File: src/rtl/pipe_hazard_ctrl_if.sv
// Pipeline sequencing bus between the RV32I pipeline stages and the hazard controller.
// The pipeline side (master) supplies hazard/handshake status; the controller (slave) returns stage controls.
interface pipe_hazard_ctrl_if #(
  parameter int CNT_W = 32
);
  logic             WaitLoad_1;
  logic             ALU_Redirect_1;
  logic [31:0]      ALU_RedirectPC_32;
  logic             MEM_MemReq_1;
  logic             DMemReady_1;
  logic             MEM_Ecall_1;

  logic             IF_En_1;
  logic             DE_En_1;
  logic             ALU_En_1;
  logic             MEM_En_1;
  logic             DE_Bubble_1;
  logic             ALU_Bubble_1;
  logic             MEM_Bubble_1;
  logic             WB_Bubble_1;
  logic             PCRedirect_1;
  logic [31:0]      RedirectPC_32;
  logic             BusError_1;
  logic             Halted_1;
  logic [CNT_W-1:0] StallCycles;
  logic [CNT_W-1:0] FlushCount;

  modport master (
    output WaitLoad_1, ALU_Redirect_1, ALU_RedirectPC_32,
    output MEM_MemReq_1, DMemReady_1, MEM_Ecall_1,
    input  IF_En_1, DE_En_1, ALU_En_1, MEM_En_1,
    input  DE_Bubble_1, ALU_Bubble_1, MEM_Bubble_1, WB_Bubble_1,
    input  PCRedirect_1, RedirectPC_32, BusError_1, Halted_1,
    input  StallCycles, FlushCount
  );

  modport slave (
    input  WaitLoad_1, ALU_Redirect_1, ALU_RedirectPC_32,
    input  MEM_MemReq_1, DMemReady_1, MEM_Ecall_1,
    output IF_En_1, DE_En_1, ALU_En_1, MEM_En_1,
    output DE_Bubble_1, ALU_Bubble_1, MEM_Bubble_1, WB_Bubble_1,
    output PCRedirect_1, RedirectPC_32, BusError_1, Halted_1,
    output StallCycles, FlushCount
  );
endinterface

File: src/rtl/pipe_hazard_ctrl.sv
// Pipeline sequencing controller: merges load-use, redirect and data-memory status into
// per-stage enables/bubbles, tracks memory wait / bus timeout / halt and counts stalls and flushes.
module pipe_hazard_ctrl #(
  parameter int MEM_TIMEOUT = 16,
  parameter int CNT_W       = 32
) (
  input  logic              clk,
  input  logic              rstn,
  pipe_hazard_ctrl_if.slave hz
);

  localparam int WCW = $clog2(MEM_TIMEOUT + 1);
  localparam logic [WCW-1:0] WAIT_LAST = WCW'(MEM_TIMEOUT - 1);

  typedef enum logic [1:0] {
    RUN      = 2'd0,
    MEM_WAIT = 2'd1,
    HALT     = 2'd2
  } state_t;

  state_t           state;
  logic [WCW-1:0]   waitCnt;
  logic             busErrorR;
  logic             haltedR;
  logic [CNT_W-1:0] stallCntR;
  logic [CNT_W-1:0] flushCntR;

  logic memStall;
  logic ifEn;
  logic deEn;
  logic aluEn;
  logic memEn;
  logic deBubble;
  logic aluBubble;
  logic wbBubble;
  logic pcRedirect;

  // Stage controls: halt > memory stall > redirect > load-use > free run.
  always_comb begin
    memStall   = 1'b0;
    ifEn       = 1'b0;
    deEn       = 1'b0;
    aluEn      = 1'b0;
    memEn      = 1'b0;
    deBubble   = 1'b0;
    aluBubble  = 1'b0;
    wbBubble   = 1'b0;
    pcRedirect = 1'b0;
    case (state)
      RUN, MEM_WAIT: begin
        memStall = hz.MEM_MemReq_1 & ~hz.DMemReady_1;
        if (memStall) begin
          // Frozen upstream stages keep the redirect/load-use requests alive for later.
          wbBubble = 1'b1;
        end else if (hz.ALU_Redirect_1) begin
          ifEn       = 1'b1;
          deEn       = 1'b1;
          aluEn      = 1'b1;
          memEn      = 1'b1;
          deBubble   = 1'b1;
          aluBubble  = 1'b1;
          pcRedirect = 1'b1;
        end else if (hz.WaitLoad_1) begin
          aluEn     = 1'b1;
          memEn     = 1'b1;
          aluBubble = 1'b1;
        end else begin
          ifEn  = 1'b1;
          deEn  = 1'b1;
          aluEn = 1'b1;
          memEn = 1'b1;
        end
      end
      HALT: begin
        memStall = 1'b0;
      end
      default: begin
        memStall = 1'b0;
      end
    endcase
  end

  // Sequencing FSM with wait counter, sticky status flags and performance counters.
  always_ff @(posedge clk or negedge rstn) begin
    if (!rstn) begin
      state     <= RUN;
      waitCnt   <= '0;
      busErrorR <= 1'b0;
      haltedR   <= 1'b0;
      stallCntR <= '0;
      flushCntR <= '0;
    end else begin
      if ((state != HALT) && !ifEn) begin
        stallCntR <= stallCntR + CNT_W'(1);
      end
      if (pcRedirect) begin
        flushCntR <= flushCntR + CNT_W'(1);
      end
      case (state)
        RUN: begin
          waitCnt <= '0;
          if (hz.MEM_Ecall_1) begin
            state   <= HALT;
            haltedR <= 1'b1;
          end else if (memStall) begin
            state <= MEM_WAIT;
          end else begin
            state <= RUN;
          end
        end
        MEM_WAIT: begin
          if (hz.MEM_Ecall_1) begin
            state   <= HALT;
            haltedR <= 1'b1;
          end else if (hz.DMemReady_1 || !hz.MEM_MemReq_1) begin
            // A dropped request is treated like completion so the FSM never waits on nothing.
            state   <= RUN;
            waitCnt <= '0;
          end else if (waitCnt == WAIT_LAST) begin
            state     <= HALT;
            waitCnt   <= waitCnt + WCW'(1);
            busErrorR <= 1'b1;
            haltedR   <= 1'b1;
          end else begin
            waitCnt <= waitCnt + WCW'(1);
          end
        end
        HALT: begin
          state <= HALT;
        end
        default: begin
          state <= RUN;
        end
      endcase
    end
  end

  assign hz.IF_En_1       = ifEn;
  assign hz.DE_En_1       = deEn;
  assign hz.ALU_En_1      = aluEn;
  assign hz.MEM_En_1      = memEn;
  assign hz.DE_Bubble_1   = deBubble;
  assign hz.ALU_Bubble_1  = aluBubble;
  assign hz.MEM_Bubble_1  = 1'b0;
  assign hz.WB_Bubble_1   = wbBubble;
  assign hz.PCRedirect_1  = pcRedirect;
  assign hz.RedirectPC_32 = hz.ALU_RedirectPC_32;
  assign hz.BusError_1    = busErrorR;
  assign hz.Halted_1      = haltedR;
  assign hz.StallCycles   = stallCntR;
  assign hz.FlushCount    = flushCntR;

endmodule
File: src/flat_wrapper.sv
// flat-port wrapper written by rule: the top's interface ports become plain ports
module pipe_hazard_ctrl_flat 
#(
  parameter int MEM_TIMEOUT = 16,
  parameter int CNT_W       = 32
)
  (clk, rstn, hz_WaitLoad_1, hz_ALU_Redirect_1, hz_ALU_RedirectPC_32, hz_MEM_MemReq_1, hz_DMemReady_1, hz_MEM_Ecall_1, hz_IF_En_1, hz_DE_En_1, hz_ALU_En_1, hz_MEM_En_1, hz_DE_Bubble_1, hz_ALU_Bubble_1, hz_MEM_Bubble_1, hz_WB_Bubble_1, hz_PCRedirect_1, hz_RedirectPC_32, hz_BusError_1, hz_Halted_1, hz_StallCycles, hz_FlushCount);
  pipe_hazard_ctrl_if #(.CNT_W(CNT_W)) hz_i ();
  input  logic clk;
  input  logic rstn;
  input wire logic [$bits(hz_i.WaitLoad_1)-1:0] hz_WaitLoad_1;
  input wire logic [$bits(hz_i.ALU_Redirect_1)-1:0] hz_ALU_Redirect_1;
  input wire logic [$bits(hz_i.ALU_RedirectPC_32)-1:0] hz_ALU_RedirectPC_32;
  input wire logic [$bits(hz_i.MEM_MemReq_1)-1:0] hz_MEM_MemReq_1;
  input wire logic [$bits(hz_i.DMemReady_1)-1:0] hz_DMemReady_1;
  input wire logic [$bits(hz_i.MEM_Ecall_1)-1:0] hz_MEM_Ecall_1;
  output wire logic [$bits(hz_i.IF_En_1)-1:0] hz_IF_En_1;
  output wire logic [$bits(hz_i.DE_En_1)-1:0] hz_DE_En_1;
  output wire logic [$bits(hz_i.ALU_En_1)-1:0] hz_ALU_En_1;
  output wire logic [$bits(hz_i.MEM_En_1)-1:0] hz_MEM_En_1;
  output wire logic [$bits(hz_i.DE_Bubble_1)-1:0] hz_DE_Bubble_1;
  output wire logic [$bits(hz_i.ALU_Bubble_1)-1:0] hz_ALU_Bubble_1;
  output wire logic [$bits(hz_i.MEM_Bubble_1)-1:0] hz_MEM_Bubble_1;
  output wire logic [$bits(hz_i.WB_Bubble_1)-1:0] hz_WB_Bubble_1;
  output wire logic [$bits(hz_i.PCRedirect_1)-1:0] hz_PCRedirect_1;
  output wire logic [$bits(hz_i.RedirectPC_32)-1:0] hz_RedirectPC_32;
  output wire logic [$bits(hz_i.BusError_1)-1:0] hz_BusError_1;
  output wire logic [$bits(hz_i.Halted_1)-1:0] hz_Halted_1;
  output wire logic [$bits(hz_i.StallCycles)-1:0] hz_StallCycles;
  output wire logic [$bits(hz_i.FlushCount)-1:0] hz_FlushCount;
  assign hz_i.WaitLoad_1 = hz_WaitLoad_1;
  assign hz_i.ALU_Redirect_1 = hz_ALU_Redirect_1;
  assign hz_i.ALU_RedirectPC_32 = hz_ALU_RedirectPC_32;
  assign hz_i.MEM_MemReq_1 = hz_MEM_MemReq_1;
  assign hz_i.DMemReady_1 = hz_DMemReady_1;
  assign hz_i.MEM_Ecall_1 = hz_MEM_Ecall_1;
  assign hz_IF_En_1 = hz_i.IF_En_1;
  assign hz_DE_En_1 = hz_i.DE_En_1;
  assign hz_ALU_En_1 = hz_i.ALU_En_1;
  assign hz_MEM_En_1 = hz_i.MEM_En_1;
  assign hz_DE_Bubble_1 = hz_i.DE_Bubble_1;
  assign hz_ALU_Bubble_1 = hz_i.ALU_Bubble_1;
  assign hz_MEM_Bubble_1 = hz_i.MEM_Bubble_1;
  assign hz_WB_Bubble_1 = hz_i.WB_Bubble_1;
  assign hz_PCRedirect_1 = hz_i.PCRedirect_1;
  assign hz_RedirectPC_32 = hz_i.RedirectPC_32;
  assign hz_BusError_1 = hz_i.BusError_1;
  assign hz_Halted_1 = hz_i.Halted_1;
  assign hz_StallCycles = hz_i.StallCycles;
  assign hz_FlushCount = hz_i.FlushCount;
  pipe_hazard_ctrl #(.MEM_TIMEOUT(MEM_TIMEOUT), .CNT_W(CNT_W)) u_core (.clk(clk), .rstn(rstn), .hz(hz_i));
endmodule
File: config.mk
export PLATFORM = sky130hd
export DESIGN_NAME = pipe_hazard_ctrl_flat
export DESIGN_NICKNAME = d
export VERILOG_FILES = /design/src/rtl/pipe_hazard_ctrl_if.sv /design/src/rtl/pipe_hazard_ctrl.sv /design/src/flat_wrapper.sv
export SDC_FILE = /design/constraint.sdc
export NUM_CORES = 1
export LEC_CHECK = 0
export CORE_ASPECT_RATIO = 1.25
export CORE_MARGIN = 2
export CORE_UTILIZATION = 40
export CTS_BUF_LIST = sky130_fd_sc_hd__clkbuf_8
export CTS_CLUSTER_SIZE = 25
export DETAILED_ROUTE_END_ITERATION = 7
export PLACE_DENSITY = 0.83
export SYNTH_ARGS = -nofsm -noshare
export SYNTH_HDL_FRONTEND = slang
export SYNTH_SLANG_ARGS = --single-unit
File: constraint.sdc
create_clock -name clk -period 5.5 [get_ports clk]
set_clock_uncertainty 0.2 [all_clocks]
set_input_delay 1.375 -clock clk [delete_from_list [all_inputs] [get_ports clk]]
set_output_delay 1.375 -clock clk [all_outputs]
set_load 0.005 [all_outputs]
After elaboration in Yosys (flattened, before gate mapping)
Index checks and enable logic that the tools add are counted.
Word-level totals
  register bits after elaboration: 73
  input port bits: 39
  word-level logic and storage cells: 62
Cells by class
  add/subtract/negate cells: 3
  equal/unequal tests: 9
  muxes and demuxes: 30
  bitwise operators: 4
  reductions and logical operators: 10
Operators with widths (number)
  32-bit by 1-bit adder with 32-bit output (second input constant): 2
  1-bit two-way mux: 21
  5-bit two-way mux: 2
  5-bit one-hot mux with 2 select lines: 1
  2-bit two-way mux: 4
  4-bit AND reduction: 2
  2-bit inequality test (second input constant): 3
  2-bit one-hot mux with 3 select lines: 1
  5-bit by 1-bit adder with 5-bit output (second input constant): 1
  5-bit by 4-bit == test with 1-bit output (second input constant): 1
  4-bit by 2-bit inequality test with 1-bit output (second input constant): 1
  3-bit by 2-bit inequality test with 1-bit output (second input constant): 1
  3-bit inequality test (second input constant): 1
  1-bit NOT: 3
  2-bit by 1-bit == test with 1-bit output (second input constant): 1
  2-bit == test (second input constant): 1
  1-bit zero test: 2
  2-bit zero test: 1
  1-bit one-hot mux with 2 select lines: 1
  2-bit AND reduction: 1
  2-bit nonzero test: 1
  2-bit OR reduction: 1
  1-bit bitwise AND: 1
  1-bit logical AND: 1
  1-bit logical OR: 1

Longest topological paths before layout
  word-level depth: 6
  gate-level depth with buffers: 6
  depth with buffers taken out: 6

Worst setup path after synthesis
Ideal clock, no wire load.
  kind: input to output
  from: in hz_DMemReady_1
  to: out hz_IF_En_1
  arrival: 2.025 ns
  setup slack: 1.900 ns
  cell stages on the path: 3
  path buffers: 1
  cells stage by stage: and2b_1 nor3_1 buf_4
On the way
  cells in the longest elaborated chain, start to end: 4
RTL lines
  start: declaration: RTL line flat_wrapper.sv:15  | input wire logic [$bits(hz_i.DMemReady_1)-1:0] hz_DMemReady_1;
  1-bit NOT: RTL line pipe_hazard_ctrl.sv:51  | memStall = hz.MEM_MemReq_1 & ~hz.DMemReady_1;
  1-bit bitwise AND: RTL line pipe_hazard_ctrl.sv:51
  1-bit two-way mux (2 in series)
  end: declaration: RTL line flat_wrapper.sv:17  | output wire logic [$bits(hz_i.IF_En_1)-1:0] hz_IF_En_1;
No other way between the ends.

Final worst setup path
  from: in hz_DMemReady_1
  to: out hz_DE_En_1
On the way
  cells in the longest elaborated chain, start to end: 4
RTL lines
  1-bit NOT: RTL line pipe_hazard_ctrl.sv:51
  1-bit bitwise AND: RTL line pipe_hazard_ctrl.sv:51
  1-bit two-way mux: RTL line pipe_hazard_ctrl.sv:52  | if (memStall) begin
  1-bit two-way mux: RTL line pipe_hazard_ctrl.sv:49  | case (state)
  end: declaration: RTL line flat_wrapper.sv:18  | output wire logic [$bits(hz_i.DE_En_1)-1:0] hz_DE_En_1;
No other way between the ends.

==> reports/metrics.cfg <==
[setup_path]
crit_required_ps = 3920
cp_max_fo = 5
crit_chain = clkdlybuf4s50_1 -> and2b_1 -> nor3_1 -> clkdlybuf4s50_1
rrSetupSlack_ps = 3340
arrival_ps = 3000
max_stage_delay_ps = 570
critical_path_buf_inv_count = 2
crit_top_cell = clkdlybuf4s50_1
crit_type = primary input to output port
crit_path_top_delay_cell = clkdlybuf4s50_1
endpoint_kind = output port
crit_family = buffers and inverters
start_kind = primary input

[power_and_ir_drop]
power.density_nw_per_um2 = 280.0
power_frac_comb_pct = 15.5
pwr-share-clk_pct = 34.7
power_frac_seq_pct = 49.8
vdd_ir_drop_max_uv = 214.9
p_int_uw = 918.5
sw_frac_of_total_pct = 27.06
leakage_nw = 1.950
switchingPower_uw = 340.8

[placed_design]
io_buffers = 80
dp_hpwl_mm = 5.414
gp_congestion = 0.8202
post-place-ws_ps = 865.4
placed_area_sq_um = 4284

[die]
io_pins = 146
core_sq_um = 8748
start_util_pct = 41.32
row_count = 38
die_h_um = 110.3
die_w_um = 89.03
dieArea_sq_um = 9818

[drt]
wire_per_inst_um = 14.07
drc_errors = 0
drtPass1Iterations = 4
via_count = 2599
antenna_left = 0
drtIter0Drc = 172
drt_wl_total_mm = 7.274
drt-vias-per-instance = 5.027

[cells_and_area]
antenna_cells = 0
final_layout_size_suffix_gt1_share_pct = 7.053
fin_nets = 435
design_area_sq_um = 4498
synthToLayoutAreaGrowth_pct = 24.44
post-route-util_pct = 51.42

[global_routing]
top_usage_layer = met2
grt_usage_pct = 15.45
met2_usage_pct = 25.16
grt_antenna_before_repair = 0
use_met1_pct = 19.16
grt_pass1_vias = 2569
grt_pass1_wl_mm = 11.92
use_met3_pct = 3.797
grt_max_degree = 38
gr-total-overflow = 0

[clock_tree]
clk_pin_slew_worst_paths_ps = 80
clock_sinks = 73
cts_setup_buffers = 0
htree_levels = 3
cts-root-buf = clkbuf_8
cts_tree = yes
holdBufCountCts = 0
cts_buffers = 9
ctsResizeCount = 0
clk_latency_ps = 340
clockBufferDepth = 2

[sta]
period_share_pct = 83.16
slew_viol_final = 0
worstMarginPinSlew_ps = 801.5
fin_crit_ps = 4574
timing.fmax_mhz = 218.6
holdWs_ps = 282.9
rsz0062_at_grt = false
layout_setup_ws_ps = 926.2
fin_tns_setup_ps = 0
hold_viol_final = 0
slew-limit-headroom_pct = 46.57
setup-violations-final = 0

[synth]
yosysWarnings = 0
netlist_instances = 339
synth-async-reset-ratio_pct = 100.0
syn_area_per_cell_sq_um = 10.66
synth.top_cells.by_count = dfrtp_1, xnor2_1, buf_4
syn_area_sq_um = 3615
ys_types = 36
ys_ff_latch = 73
yosysTopAreaCell = dfrtp_1
post-synth-top-count-cell = dfrtp_1
synth_area_leaders = dfrtp_1, xnor2_1, buf_4, xor2_1, nand3_1
syn_nets = 382
synth_top_area_share_pct = 50.54
synth_top_flop_cell = dfrtp_1
synth_edf_count = 0
synth-seq-area-share_pct = 50.54

[min_path]
hold_class = register to register

[run_status]
status = complete, no violations

[job]
drv_cap = 0

-- placed cells by master (no fill, tap or decap), drive strengths merged, types with 6 or more instances in the layout --
master and count:
clkdlybuf4s50 79, dfrtp 73, xnor2 46, nand2 31
nand3 24, nor2 20, nand4 18, xor2 16
clkbuf 11, and3 10, nor3 9, o21ai 7
inv 7, a22o 6
-- routing by layer --
layer / vias to the layer above / routed length (um)
met5: - / 0
met4: 0 / 147
met3: 19 / 397
met2: 82 / 3582
met1: 1273 / 3146
li1: 1225 / -
-- sequential cells by signal, summed over array words and instances, names as in the netlist --
name / cells
u_core.hz.Halted_1: 1
u_core.waitCnt: 5
u_core.hz.StallCycles: 32
u_core.state: 2
u_core.hz.BusError_1: 1
u_core.hz.FlushCount: 32
-- kinds of logic (layout without fill, tap and decap cells) --
family	after synthesis	count (layout)	synth area share, %
adder cells (fa/ha/maj)	4	4	1.385
AND/OR/NAND/NOR	132	132	19.87
flip-flops	73	73	50.54
XOR/XNOR	62	62	15.02
AO/OA/AOI/OAI	21	21	4.396
buffers and inverters	46	104	8.688
other	1	1	0.1037
-- worst paths after layout --
check | startpoint | endpoint | cells after the start
max | hz_DMemReady_1 | hz_DE_En_1 | 4
min | u_core.hz.StallCycles[31] | u_core.hz.StallCycles[31] | 1
max reg2reg | u_core.hz.FlushCount[0] | u_core.hz.FlushCount[16] | 6
min reg2reg | u_core.hz.StallCycles[31] | u_core.hz.StallCycles[31] | 1
max in group asynchronous | rstn | u_core.hz.StallCycles[20] | 2
min in group asynchronous | rstn | u_core.hz.StallCycles[11] | 1
-- through the flow --
stage / cells / power, mW
finish: 517 / 1.259
CTS: 517 / 1.273
global placement: 501 / 0.8257
detailed placement: 501 / 0.8346
floorplan: 339 / 0.7343
global route: 517 / 1.319
-- worst register-to-register path: cells and delay by family (launching register included) --
kind          cells  cell delay (ps)
flops             1              460
xor+xnor          1              150
fa+ha+maj         1              210
simple gates      4             1040
-- power by group through the flow --
stage	Sequential, mW	Clock (mW)	Combinational [mW]
4_1_cts	0.627	0.446	0.199
3_3_place_gp	0.634	0	0.192
2_1_floorplan	0.624	0	0.110
6_report	0.628	0.437	0.195
3_5_place_dp	0.637	0	0.198
5_1_grt	0.635	0.467	0.217
-- area by class of cell --
cell class | instances | area, sq um
fill | 794 | 4250
clock buffer | 11 | 151.4
clock inverter | 5 | 62.56
inverter | 6 | 22.52
sequential | 73 | 1827
multi-input combinational | 220 | 1474
tap | 120 | 150.1
timing repair buffer | 82 | 810.8
(Power assumes the default switching activity.)
